### config.mk
export PLATFORM = sky130hd
export DESIGN_NAME = hex_scroll_ctrl
export DESIGN_NICKNAME = d
export VERILOG_FILES = /design/src/rtl/hex_disp_pkg.sv /design/src/rtl/hex_seg_lut.sv /design/src/rtl/hex_scroll_ctrl.sv
export SDC_FILE = /design/constraint.sdc
export NUM_CORES = 1
export LEC_CHECK = 0
export BUFFER_PORTS_ARGS = -buffer_cell sky130_fd_sc_hd__buf_2
export CELL_PAD_IN_SITES_DETAIL_PLACEMENT = 2
export CELL_PAD_IN_SITES_GLOBAL_PLACEMENT = 2
export CORE_UTILIZATION = 30
export DETAILED_ROUTE_END_ITERATION = 6
export MAX_ROUTING_LAYER = met4
export PLACE_DENSITY_LB_ADDON = 0.1
export SYNTH_ARGS = -nofsm -noshare
export SYNTH_HDL_FRONTEND = slang
export SYNTH_HIERARCHICAL = 1
export SYNTH_SLANG_ARGS = --single-unit
### constraint.sdc
create_clock -name mclk -period 5.8 [get_ports mclk]
set_clock_uncertainty 0.15 [all_clocks]
set_input_delay 0.87 -clock mclk [delete_from_list [all_inputs] [get_ports mclk]]
set_output_delay 0.87 -clock mclk [all_outputs]
set_load 0.02 [all_outputs]
### src/rtl/hex_disp_pkg.sv
// ----------------------------------------------------------------------------
// hex_disp_pkg
//   Shared definitions for the multiplexed 7-segment display blocks:
//   active-low segment codes for hex digits 0..F ({dp,g,f,e,d,c,b,a}),
//   blank patterns, the scroll FSM state type and an anode-select helper.
// ----------------------------------------------------------------------------
package hex_disp_pkg;

    localparam logic [7:0] SEG_0 = 8'hC0;
    localparam logic [7:0] SEG_1 = 8'hF9;
    localparam logic [7:0] SEG_2 = 8'hA4;
    localparam logic [7:0] SEG_3 = 8'hB0;
    localparam logic [7:0] SEG_4 = 8'h99;
    localparam logic [7:0] SEG_5 = 8'h92;
    localparam logic [7:0] SEG_6 = 8'h82;
    localparam logic [7:0] SEG_7 = 8'hF8;
    localparam logic [7:0] SEG_8 = 8'h80;
    localparam logic [7:0] SEG_9 = 8'h90;
    localparam logic [7:0] SEG_A = 8'h88;
    localparam logic [7:0] SEG_B = 8'h83;
    localparam logic [7:0] SEG_C = 8'hC6;
    localparam logic [7:0] SEG_D = 8'hA1;
    localparam logic [7:0] SEG_E = 8'h86;
    localparam logic [7:0] SEG_F = 8'h8E;

    localparam logic [7:0] SEG_BLANK = 8'hFF;
    localparam logic [3:0] AN_OFF    = 4'hF;

    typedef enum logic {
        IDLE   = 1'b0,
        SCROLL = 1'b1
    } state_t;

    // Active-low one-hot anode pattern for a digit index (digit 0 = rightmost).
    function automatic logic [3:0] an_onehot_low(input logic [1:0] idx);
        return ~(4'b0001 << idx);
    endfunction

endpackage

### src/rtl/hex_seg_lut.sv
// ----------------------------------------------------------------------------
// hex_seg_lut
//   Combinational hex nibble to active-low 7-segment pattern (dp kept off).
//   Ports:
//     nib  in  4  hex value 0..F
//     seg  out 8  {dp,g,f,e,d,c,b,a}, active-low
// ----------------------------------------------------------------------------
module hex_seg_lut
    import hex_disp_pkg::*;
(
    input  logic [3:0] nib,
    output logic [7:0] seg
);

    always_comb begin
        seg = SEG_BLANK;
        case (nib)
            4'h0: seg = SEG_0;
            4'h1: seg = SEG_1;
            4'h2: seg = SEG_2;
            4'h3: seg = SEG_3;
            4'h4: seg = SEG_4;
            4'h5: seg = SEG_5;
            4'h6: seg = SEG_6;
            4'h7: seg = SEG_7;
            4'h8: seg = SEG_8;
            4'h9: seg = SEG_9;
            4'hA: seg = SEG_A;
            4'hB: seg = SEG_B;
            4'hC: seg = SEG_C;
            4'hD: seg = SEG_D;
            4'hE: seg = SEG_E;
            4'hF: seg = SEG_F;
        endcase
    end

endmodule

### src/rtl/hex_scroll_ctrl.sv
// ----------------------------------------------------------------------------
// hex_scroll_ctrl
//   Scrolling sequencer for a 4-digit multiplexed 7-segment display. Holds an
//   8-nibble message, shows a 4-digit window starting at 'offset' and shifts
//   the window at the scroll rate. A one-entry shadow buffer queues the next
//   message, which is swapped in only when the offset wraps 7 -> 0.
//
//   Optional build macro HEX_SCROLL_PWM_EN: anode on-time within each digit
//   slot is limited to ((brightness+1)*SCAN_DIV)>>4 scan cycles. Without the
//   macro the anode is on for the whole slot and brightness is ignored.
//
//   Ports:
//     mclk        in   1   system clock
//     rst_n       in   1   asynchronous active-low reset
//     load_valid  in   1   producer offers a message
//     load_data   in  32   message, nibble i = load_data[4i+3:4i]
//     load_ready  out  1   message can be accepted this cycle
//     run         in   1   1 = scroll, 0 = freeze offset
//     clear       in   1   return to IDLE, drop pending message
//     brightness  in   4   PWM duty (HEX_SCROLL_PWM_EN builds only)
//     D0_a        out  4   anodes, active-low, bit k = digit k
//     D0_seg      out  8   segments, active-low, {dp,g,f,e,d,c,b,a}
//     busy        out  1   high while scrolling
// ----------------------------------------------------------------------------
module hex_scroll_ctrl
    import hex_disp_pkg::*;
#(
    parameter int SCAN_DIV   = 100000,
    parameter int SCROLL_DIV = 50000000,
    parameter int CNT_W      = 27
) (
    input  logic        mclk,
    input  logic        rst_n,
    input  logic        load_valid,
    input  logic [31:0] load_data,
    output logic        load_ready,
    input  logic        run,
    input  logic        clear,
    input  logic [3:0]  brightness,
    output logic [3:0]  D0_a,
    output logic [7:0]  D0_seg,
    output logic        busy
);

    localparam logic [CNT_W-1:0] SCAN_LAST   = CNT_W'(SCAN_DIV - 1);
    localparam logic [CNT_W-1:0] SCROLL_LAST = CNT_W'(SCROLL_DIV - 1);
    localparam logic [CNT_W-1:0] CNT_ONE     = CNT_W'(1);

    state_t            state_q, state_d;
    logic [CNT_W-1:0]  scan_cnt_q, scan_cnt_d;
    logic [CNT_W-1:0]  scroll_cnt_q, scroll_cnt_d;
    logic [1:0]        digit_q, digit_d;
    logic [2:0]        offset_q, offset_d;
    logic [31:0]       active_q, active_d;
    logic [31:0]       shadow_q, shadow_d;
    logic              pending_q, pending_d;
    logic [3:0]        an_q, an_d;
    logic [7:0]        seg_q, seg_d;

    logic              scan_tick;
    logic              scroll_tick;
    logic              accept;
    logic [2:0]        nib_idx;
    logic [3:0]        nib_next;
    logic [7:0]        seg_next;

    // clear wins over a simultaneous load, so the producer must never see
    // ready while clear is high.
    assign load_ready = ~clear & ((state_q == IDLE) | ~pending_q);
    assign accept     = load_valid & load_ready;
    assign busy       = (state_q == SCROLL);

    assign scan_tick   = (scan_cnt_q == SCAN_LAST);
    assign scroll_tick = (state_q == SCROLL) & run & (scroll_cnt_q == SCROLL_LAST);

    // Segment pattern is looked up from the post-edge window so the registered
    // outputs always match the committed offset/message.
    assign nib_idx  = offset_d + {1'b0, digit_d};
    assign nib_next = active_d[{nib_idx, 2'b00} +: 4];

    hex_seg_lut u_lut (
        .nib (nib_next),
        .seg (seg_next)
    );

    always_comb begin
        state_d      = state_q;
        scan_cnt_d   = scan_tick ? '0 : scan_cnt_q + CNT_ONE;
        digit_d      = scan_tick ? digit_q + 2'd1 : digit_q;
        scroll_cnt_d = scroll_cnt_q;
        offset_d     = offset_q;
        active_d     = active_q;
        shadow_d     = shadow_q;
        pending_d    = pending_q;
        an_d         = an_q;
        seg_d        = seg_q;

        case (state_q)
            IDLE: begin
                pending_d = 1'b0;
                if (accept) begin
                    active_d     = load_data;
                    offset_d     = 3'd0;
                    scroll_cnt_d = '0;
                    state_d      = SCROLL;
                end
            end
            SCROLL: begin
                if (clear) begin
                    state_d   = IDLE;
                    pending_d = 1'b0;
                end else begin
                    if (run) begin
                        scroll_cnt_d = scroll_tick ? '0 : scroll_cnt_q + CNT_ONE;
                    end
                    if (scroll_tick) begin
                        offset_d = offset_q + 3'd1;
                        // Swap only a message queued before this cycle; a load
                        // accepted on the wrap itself waits for the next wrap.
                        if (offset_q == 3'd7 && pending_q) begin
                            active_d  = shadow_q;
                            pending_d = 1'b0;
                        end
                    end
                    if (accept) begin
                        shadow_d  = load_data;
                        pending_d = 1'b1;
                    end
                end
            end
            default: state_d = IDLE;
        endcase

        if (state_d == IDLE) begin
            an_d  = AN_OFF;
            seg_d = SEG_BLANK;
        end else if (scan_tick) begin
            an_d  = an_onehot_low(digit_d);
            seg_d = seg_next;
        end
    end

    always_ff @(posedge mclk or negedge rst_n) begin
        if (!rst_n) begin
            state_q      <= IDLE;
            scan_cnt_q   <= '0;
            scroll_cnt_q <= '0;
            digit_q      <= 2'd0;
            offset_q     <= 3'd0;
            active_q     <= '0;
            shadow_q     <= '0;
            pending_q    <= 1'b0;
            an_q         <= AN_OFF;
            seg_q        <= SEG_BLANK;
        end else begin
            state_q      <= state_d;
            scan_cnt_q   <= scan_cnt_d;
            scroll_cnt_q <= scroll_cnt_d;
            digit_q      <= digit_d;
            offset_q     <= offset_d;
            active_q     <= active_d;
            shadow_q     <= shadow_d;
            pending_q    <= pending_d;
            an_q         <= an_d;
            seg_q        <= seg_d;
        end
    end

    assign D0_seg = seg_q;

`ifdef HEX_SCROLL_PWM_EN
    localparam int PW = CNT_W + 5;

    logic [3:0]    brightness_q, brightness_d;
    logic [PW-1:0] pwm_lim;

    assign brightness_d = scan_tick ? brightness : brightness_q;

    always_ff @(posedge mclk or negedge rst_n) begin
        if (!rst_n) begin
            brightness_q <= 4'd0;
        end else begin
            brightness_q <= brightness_d;
        end
    end

    // On-window length in scan cycles for the current slot.
    assign pwm_lim = ((PW'(brightness_q) + PW'(1)) * PW'(SCAN_DIV)) >> 4;
    assign D0_a    = (PW'(scan_cnt_q) < pwm_lim) ? an_q : AN_OFF;
`else
    logic unused_brightness;
    assign unused_brightness = ^brightness;
    assign D0_a              = an_q;
`endif

endmodule
# == Word-level counts from Yosys, hierarchy flattened ==
# Memories as Yosys holds them, arrays and structs flattened.
# Index checks and enable logic that the tools add are counted.
# totals
romBits,112
regBits,137
wordCells,68
input_bits,41
n_memories,1
# classes
n_shift,2
n_eq_ne,9
add_sub_neg,5
bitwise,9
n_reduce_logical,4
mux,28
# memory_table
memory,depth,word_bits,rd,rd_clocked_by_memory_dff,wr,line,text
(name not given),16,7,1,0,0,hex_seg_lut.sv:17,case (nib)
# op_table
op,count
27-bit two-way mux,5
32-bit two-way mux,4
32-bit case mux with 2 select lines,1
27-bit by 1-bit adder with 27-bit output (second input constant),2
27-bit case mux with 2 select lines,1
32-bit by 6-bit indexed part select with 4-bit output,1
27-bit by 17-bit == test with 1-bit output (second input constant),1
27-bit by 26-bit == test with 1-bit output (second input constant),1
8-bit two-way mux,2
3-bit two-way mux,3
4-bit two-way mux,2
4-bit by 2-bit inequality test with 1-bit output (second input constant),2
1-bit two-way mux,6
2-bit inequality test (second input constant),3
3-bit case mux with 2 select lines,1
3-bit AND reduction,2
1-bit AND,4
4-bit NOT,1
1-bit case mux with 2 select lines,2
1-bit by 2-bit << shifter with 4-bit output (first input constant),1
3-bit by 1-bit adder with 3-bit output (second input constant),1
3-bit by 2-bit adder with 3-bit output,1
3-bit == test (second input constant),1
1-bit NOT,3
other kinds (6),6

# == Depth between registers and ports, before layout ==
# An unclocked memory read counts as a cell.
# logic_depth
depth_word,11
mapped_depth,23
depth_no_buf,21

# == Modules after synthesis ==
# Netlist, hierarchy kept.
# modules_own_cells
module,cells_each,area_per_inst_um2,instances
hex_scroll_ctrl,681,6932.9,1
hex_seg_lut,34,286.5,1

# == Worst setup path after synthesis ==
# No wires, ideal clock.
# synth_path
kind,reg2reg
from,reg scan_cnt_q[6]
to,"reg seg_q[3], in the netlist D0_seg[3]"
path_stages_with_launch,19
period_less_slack_ps,5472
path_slack_ps,328
t_arrival_ps,5231
t_required_ps,5560
setup_ps,90
cell_sequence,dfrtp_1 or4_1 nor3_1 clkbuf_1 xor2_1 ha_1 inv_1 fa_1 a21oi_1 or2_1 buf_6 a2111oi_0 nor4_1 inv_1 ha_1 inv_1 mux4_1 mux2i_1 nand2_1
# synth_via
elab_chain_cells,7
# synth_lines
item,line,text
start: declaration,hex_scroll_ctrl.sv:50,"logic [CNT_W-1:0] scan_cnt_q, scan_cnt_d;"
start signal: assignment,hex_scroll_ctrl.sv:157,scan_cnt_q <= scan_cnt_d;
27-bit by 17-bit == test with 1-bit output,hex_scroll_ctrl.sv:73,assign scan_tick = (scan_cnt_q == SCAN_LAST);
2-bit two-way mux,hex_scroll_ctrl.sv:89,digit_d = scan_tick ? digit_q + 2'd1 : digit_q;
named net digit_d[0],hex_scroll_ctrl.sv:52,"logic [1:0] digit_q, digit_d;"
3-bit by 2-bit adder with 3-bit output,hex_scroll_ctrl.sv:78,"assign nib_idx = offset_d + {1'b0, digit_d};"
32-bit by 6-bit indexed part select with 4-bit output,hex_scroll_ctrl.sv:79,"assign nib_next = active_d[{nib_idx, 2'b00} +: 4];"
named net nib_next[0],hex_scroll_ctrl.sv:64,logic [3:0] nib_next;
memory 16 x 7 bit,n/a,
named net seg_next[3],hex_scroll_ctrl.sv:65,logic [7:0] seg_next;
8-bit two-way mux,hex_scroll_ctrl.sv:137,end else if (scan_tick) begin
8-bit two-way mux,hex_scroll_ctrl.sv:134,if (state_d == IDLE) begin
end signal: assignment,hex_scroll_ctrl.sv:165,seg_q <= seg_d;
end: declaration,hex_scroll_ctrl.sv:58,"logic [7:0] seg_q, seg_d;"
# The timed path passes the listed nets, and every way through them passes these cells. The select of a mux whose other input is x is not followed.
# A chain may end at the register's enable or synchronous reset.

# == Final worst setup path ==
# layout_path
from,reg scroll_cnt_q[11]
to,"reg seg_q[3], in the netlist D0_seg[3]"
# layout_via
elab_chain_cells,10
# layout_lines
item,line,text
start: declaration,hex_scroll_ctrl.sv:51,"logic [CNT_W-1:0] scroll_cnt_q, scroll_cnt_d;"
start signal: assignment,hex_scroll_ctrl.sv:158,scroll_cnt_q <= scroll_cnt_d;
27-bit by 26-bit == test with 1-bit output,hex_scroll_ctrl.sv:74,assign scroll_tick = (state_q == SCROLL) & run & (scroll_cnt_q == SCROLL_LAST);
1-bit AND,hex_scroll_ctrl.sv:74,
3-bit two-way mux,hex_scroll_ctrl.sv:116,if (scroll_tick) begin
3-bit two-way mux,hex_scroll_ctrl.sv:109,if (clear) begin
3-bit case mux with 2 select lines,hex_scroll_ctrl.sv:98,case (state_q)
named net offset_d[0],hex_scroll_ctrl.sv:53,"logic [2:0] offset_q, offset_d;"
3-bit by 2-bit adder with 3-bit output,hex_scroll_ctrl.sv:78,
32-bit by 6-bit indexed part select with 4-bit output,hex_scroll_ctrl.sv:79,
named net nib_next[0],hex_scroll_ctrl.sv:64,
memory 16 x 7 bit,n/a,
named net seg_next[3],hex_scroll_ctrl.sv:65,
8-bit two-way mux,hex_scroll_ctrl.sv:137,
8-bit two-way mux,hex_scroll_ctrl.sv:134,
# The timed path passes the listed nets, and every way through them passes these cells. The select of a mux whose other input is x is not followed.

==> impl_results.md <==
- Cell taking the most area after synthesis: dfrtp_1
- CP Capture Type: register
- CTS tree: built
- Total grt overflow: 0
- CP max stage delay: 0.56 ns
- Placed Area: 7820 µm²
- Flop pwr share: 43.2%
- Netlist cell types: 56
- Endpoints failing setup: 0
- Overall power: 2.56 mW
- P_int: 1.86 mW
- Area contributors post-synth: dfrtp_1, mux2_2, nand3_1
- Fin. Hold Viols: 0
- Max clock buf depth: 2
- Relative slew margins: 38.2%
- End of the worst hold path: scan_cnt_q[26]$_DFF_PN0_
- Sw Ratio: 27.2%
- Critical path arrival: 5.62 ns
- Max Fclk: 0.184 GHz
- Pwr per Cell Area: 303 nW/µm²
- IO buf count: 50
- Core area: 23500 µm²
- EDFF count, synth: 0
- Die footprint: 24700 µm²
- Most frequent CP cell: inv_1
- Worst hold-check path type: register to register
- ANT nets after route: 0
- MaxCap Viol Count: 0
- Initial Util: 30.7%
- WL per Instance: 19.6 µm
- Final instance area: 8430 µm²
- Final cell count without fillers: 1086
- Clock Power Share: 42.5%
- Worst-Margin Slew: 0.928 ns
- Crit path launch type: register
- R2R Path End: D0_seg[3]$_DFFE_PN1P_
- Drt total wl: 21300 µm
- Slowest cell on crit path: or4_2
- Post-CTS Setup Inserts: 0
- Syn Nets: 769
- Initial antenna violation count: 0
- Syn_area_per_cell: 10.1 µm²
- H-tree levels: 4
- Top delay family on crit path: simple AND/OR/NAND/NOR gates
- # rows: 56
- # clock sinks: 137
- NetSw: 0.696 mW
- Worst hold stages: 1
- Leading cell type in the layout, fill and taps excluded: dfrtp_1
- FFs w/ async S/R, synth: 100%
- Register-to-register setup slack: 0.38 ns
- Vias in the first global route: 6344
- Post-Synthesis Cells: 715
- Largest vdd supply drop: 127 µV
- Combinational power share: 14.3%
- Antenna Cells: 0
- Post-route minimum period: 5.42 ns
- Tcrit/Tclk final: 93.5%
- Main synth FF type: dfrtp_1
- Worst EP required: 5.99 ns
- Nets: 808
- All-layer global routing usage: 19.1%
- Worst path bufs/invs: 4
- WS Path Type: register to register
- Die height: 157 µm
- # IOs: 55
- Number of synthesis warnings: 6
- R2R depth: 20
- Post-synth top area share: 43.3%
- LEAKAGE: 3.53 nW
- CP Max Fanout: 7
- Layout cell share with drive strength beyond 1: 21.1%
- Mapped cell area: 7220 µm²
- Cell Count Post-Placement: 1054
- First DRT Iteration DRCs: 285
- Vias per cell: 5.24
- RR Startpoint: scroll_cnt_q[11]$_DFFE_PN0P_
- Most frequent cells in the layout: dfrtp_1, nand2_1, nand3_1, nor2_1, buf_2
- Clock Pin Slew Worst Setup and Hold Paths: 0.06 ns
- First-pass iteration count of the detailed router: 4
- Flops & latches, synth: 137
- RePlAce Congestion: 0.754
- Finished Core Util: 35.8%
- HP Start: scan_cnt_q[26]$_DFF_PN0_
- DRC violations left: 0
- Fillers: 2572
- Via Count: 5695
- Clock latency on the worst-skew pair: 0.42 ns
- Synth-to-Final Area Change: 16.7%
- Worst-path cell chain: nor4b_1, nand2_1, or4_2, nor3_2, nor2_1, a21oi_1, ha_1, inv_1, fa_1, and3_1, nor4_1, a2111oi_0, nor4_1, buf_4, inv_1, ha_1, inv_1, mux4_1, mux2i_1, nand2_1
- CTS root buf: clkbuf_16
- Die extent in x: 157 µm
- Largest net degree at the start of global routing: 90
- CTS Buf Count: 17
- First-pass GRT wire length: 34900 µm
- Post-synthesis sequential area ratio: 47.7%
- Slew Limit Fails: 0
- Detail Placement HPWL: 14200 µm
- Status: completed
logic make-up after synthesis:
kind of cell    Yosys count  synth area share [%]
xor+xnor                 44                  5.34
mux                      57                  9.97
buf+inv                  60                  3.43
simple gates            318                  22.4
fa+ha+maj                13                  2.36
compound gates           85                  8.79
flops                   137                  47.7
other cells               1                0.0519
cell usage after synthesis, types with 3 or more instances:
master	n
a2111oi_0	4
a211oi_1	7
a21oi_1	12
a22o_1	3
and3_1	10
buf_2	3
clkbuf_1	37
dfrtp_1	125
dfstp_2	12
ha_1	12
inv_1	15
mux2_2	34
mux2i_1	16
mux4_1	5
nand2_1	81
nand2b_1	9
nand3_1	68
nand3b_1	26
nand4_1	16
nor2_1	59
nor2b_1	3
nor3_1	12
nor4_1	12
o21ai_0	23
o311a_1	25
or3_1	3
xnor2_1	19
xor2_1	25
metal layers:
metal  vias up  GRT usage, %  wire length [µm]
li1       2641             -                 -
met1      2977          22.1              9430
met2        59          33.8             11200
met3        18          3.52               433
met4         0          4.62               252
met5         -             -                 0
power groups by stage:
stage	sequential, mW	combinational (mW)	clock [mW]
final	1.10	0.366	1.09
after detailed placement	1.12	0.372	0
after floorplan	1.10	0.253	0
after global routing	1.11	0.410	1.16
after global placement	1.11	0.354	0
after CTS	1.10	0.375	1.12
layout make-up:
cell class,count,area (µm²),share of cell area (%)
multi-input cells,518,3580,42.5
clock inverters,14,150,1.78
clock buffers,18,429,5.09
well taps,319,399,4.74
repair buffers,65,369,4.38
flip-flops and latches,137,3440,40.9
inverters,15,56.3,0.668
sequential cells by signal, indices dropped and copies added, names as in the netlist:
| signal | cells |
|---|---|
| shadow_q | 32 |
| D0_seg | 8 |
| D0_a | 4 |
| active_q | 32 |
| pending_q | 1 |
| scroll_cnt_q | 27 |
| offset_q | 3 |
| digit_q | 2 |
| scan_cnt_q | 27 |
| busy | 1 |
per-stage QoR:
| step | hold WS, ns | worst slack (ns) | TNS [ns] |
|---|---|---|---|
| detailed placement | 0.324 | 0.0284 | 0 |
| finish | 0.333 | 0.375 | 0 |
| global route | 0.362 | -0.0126 | -0.0126 |
| floorplan | 0.293 | 0.328 | 0 |
| CTS | 0.338 | 0.212 | 0 |
| global placement | 0.313 | 0.120 | 0 |
worst max path at each step:
| stage | from | endpoint | depth (start not counted) |
|---|---|---|---|
| 3_5_place_dp | run | D0_seg[3]$_DFFE_PN1P_ | 21 |
| 6_report | scroll_cnt_q[11]$_DFFE_PN0P_ | D0_seg[3]$_DFFE_PN1P_ | 20 |
| 2_1_floorplan | scan_cnt_q[6]$_DFF_PN0_ | D0_seg[3]$_DFFE_PN1P_ | 18 |
| 3_3_place_gp | run | D0_seg[3]$_DFFE_PN1P_ | 21 |
| 5_1_grt | scroll_cnt_q[16]$_DFFE_PN0P_ | D0_seg[3]$_DFFE_PN1P_ | 20 |
| 4_1_cts | scroll_cnt_q[7]$_DFFE_PN0P_ | D0_seg[3]$_DFFE_PN1P_ | 20 |
repair_timing:
item / CTS / global route
hold buffers: 0 / 0
endpoints found under the setup margin: 0 / 4
resized for setup: 0 / 5
worst register-to-register path, delay by kind of cell (launching register included):
kind,cells,cell delay (ns)
DFF,1,0.43
and+or+nand+nor,9,2.55
adders and majority gates,3,0.84
muxes,2,0.63
buffers and inverters,4,0.45
AOI/OAI and AO/OA,2,0.31
No activity file was read; power rests on OpenSTA's default activity.
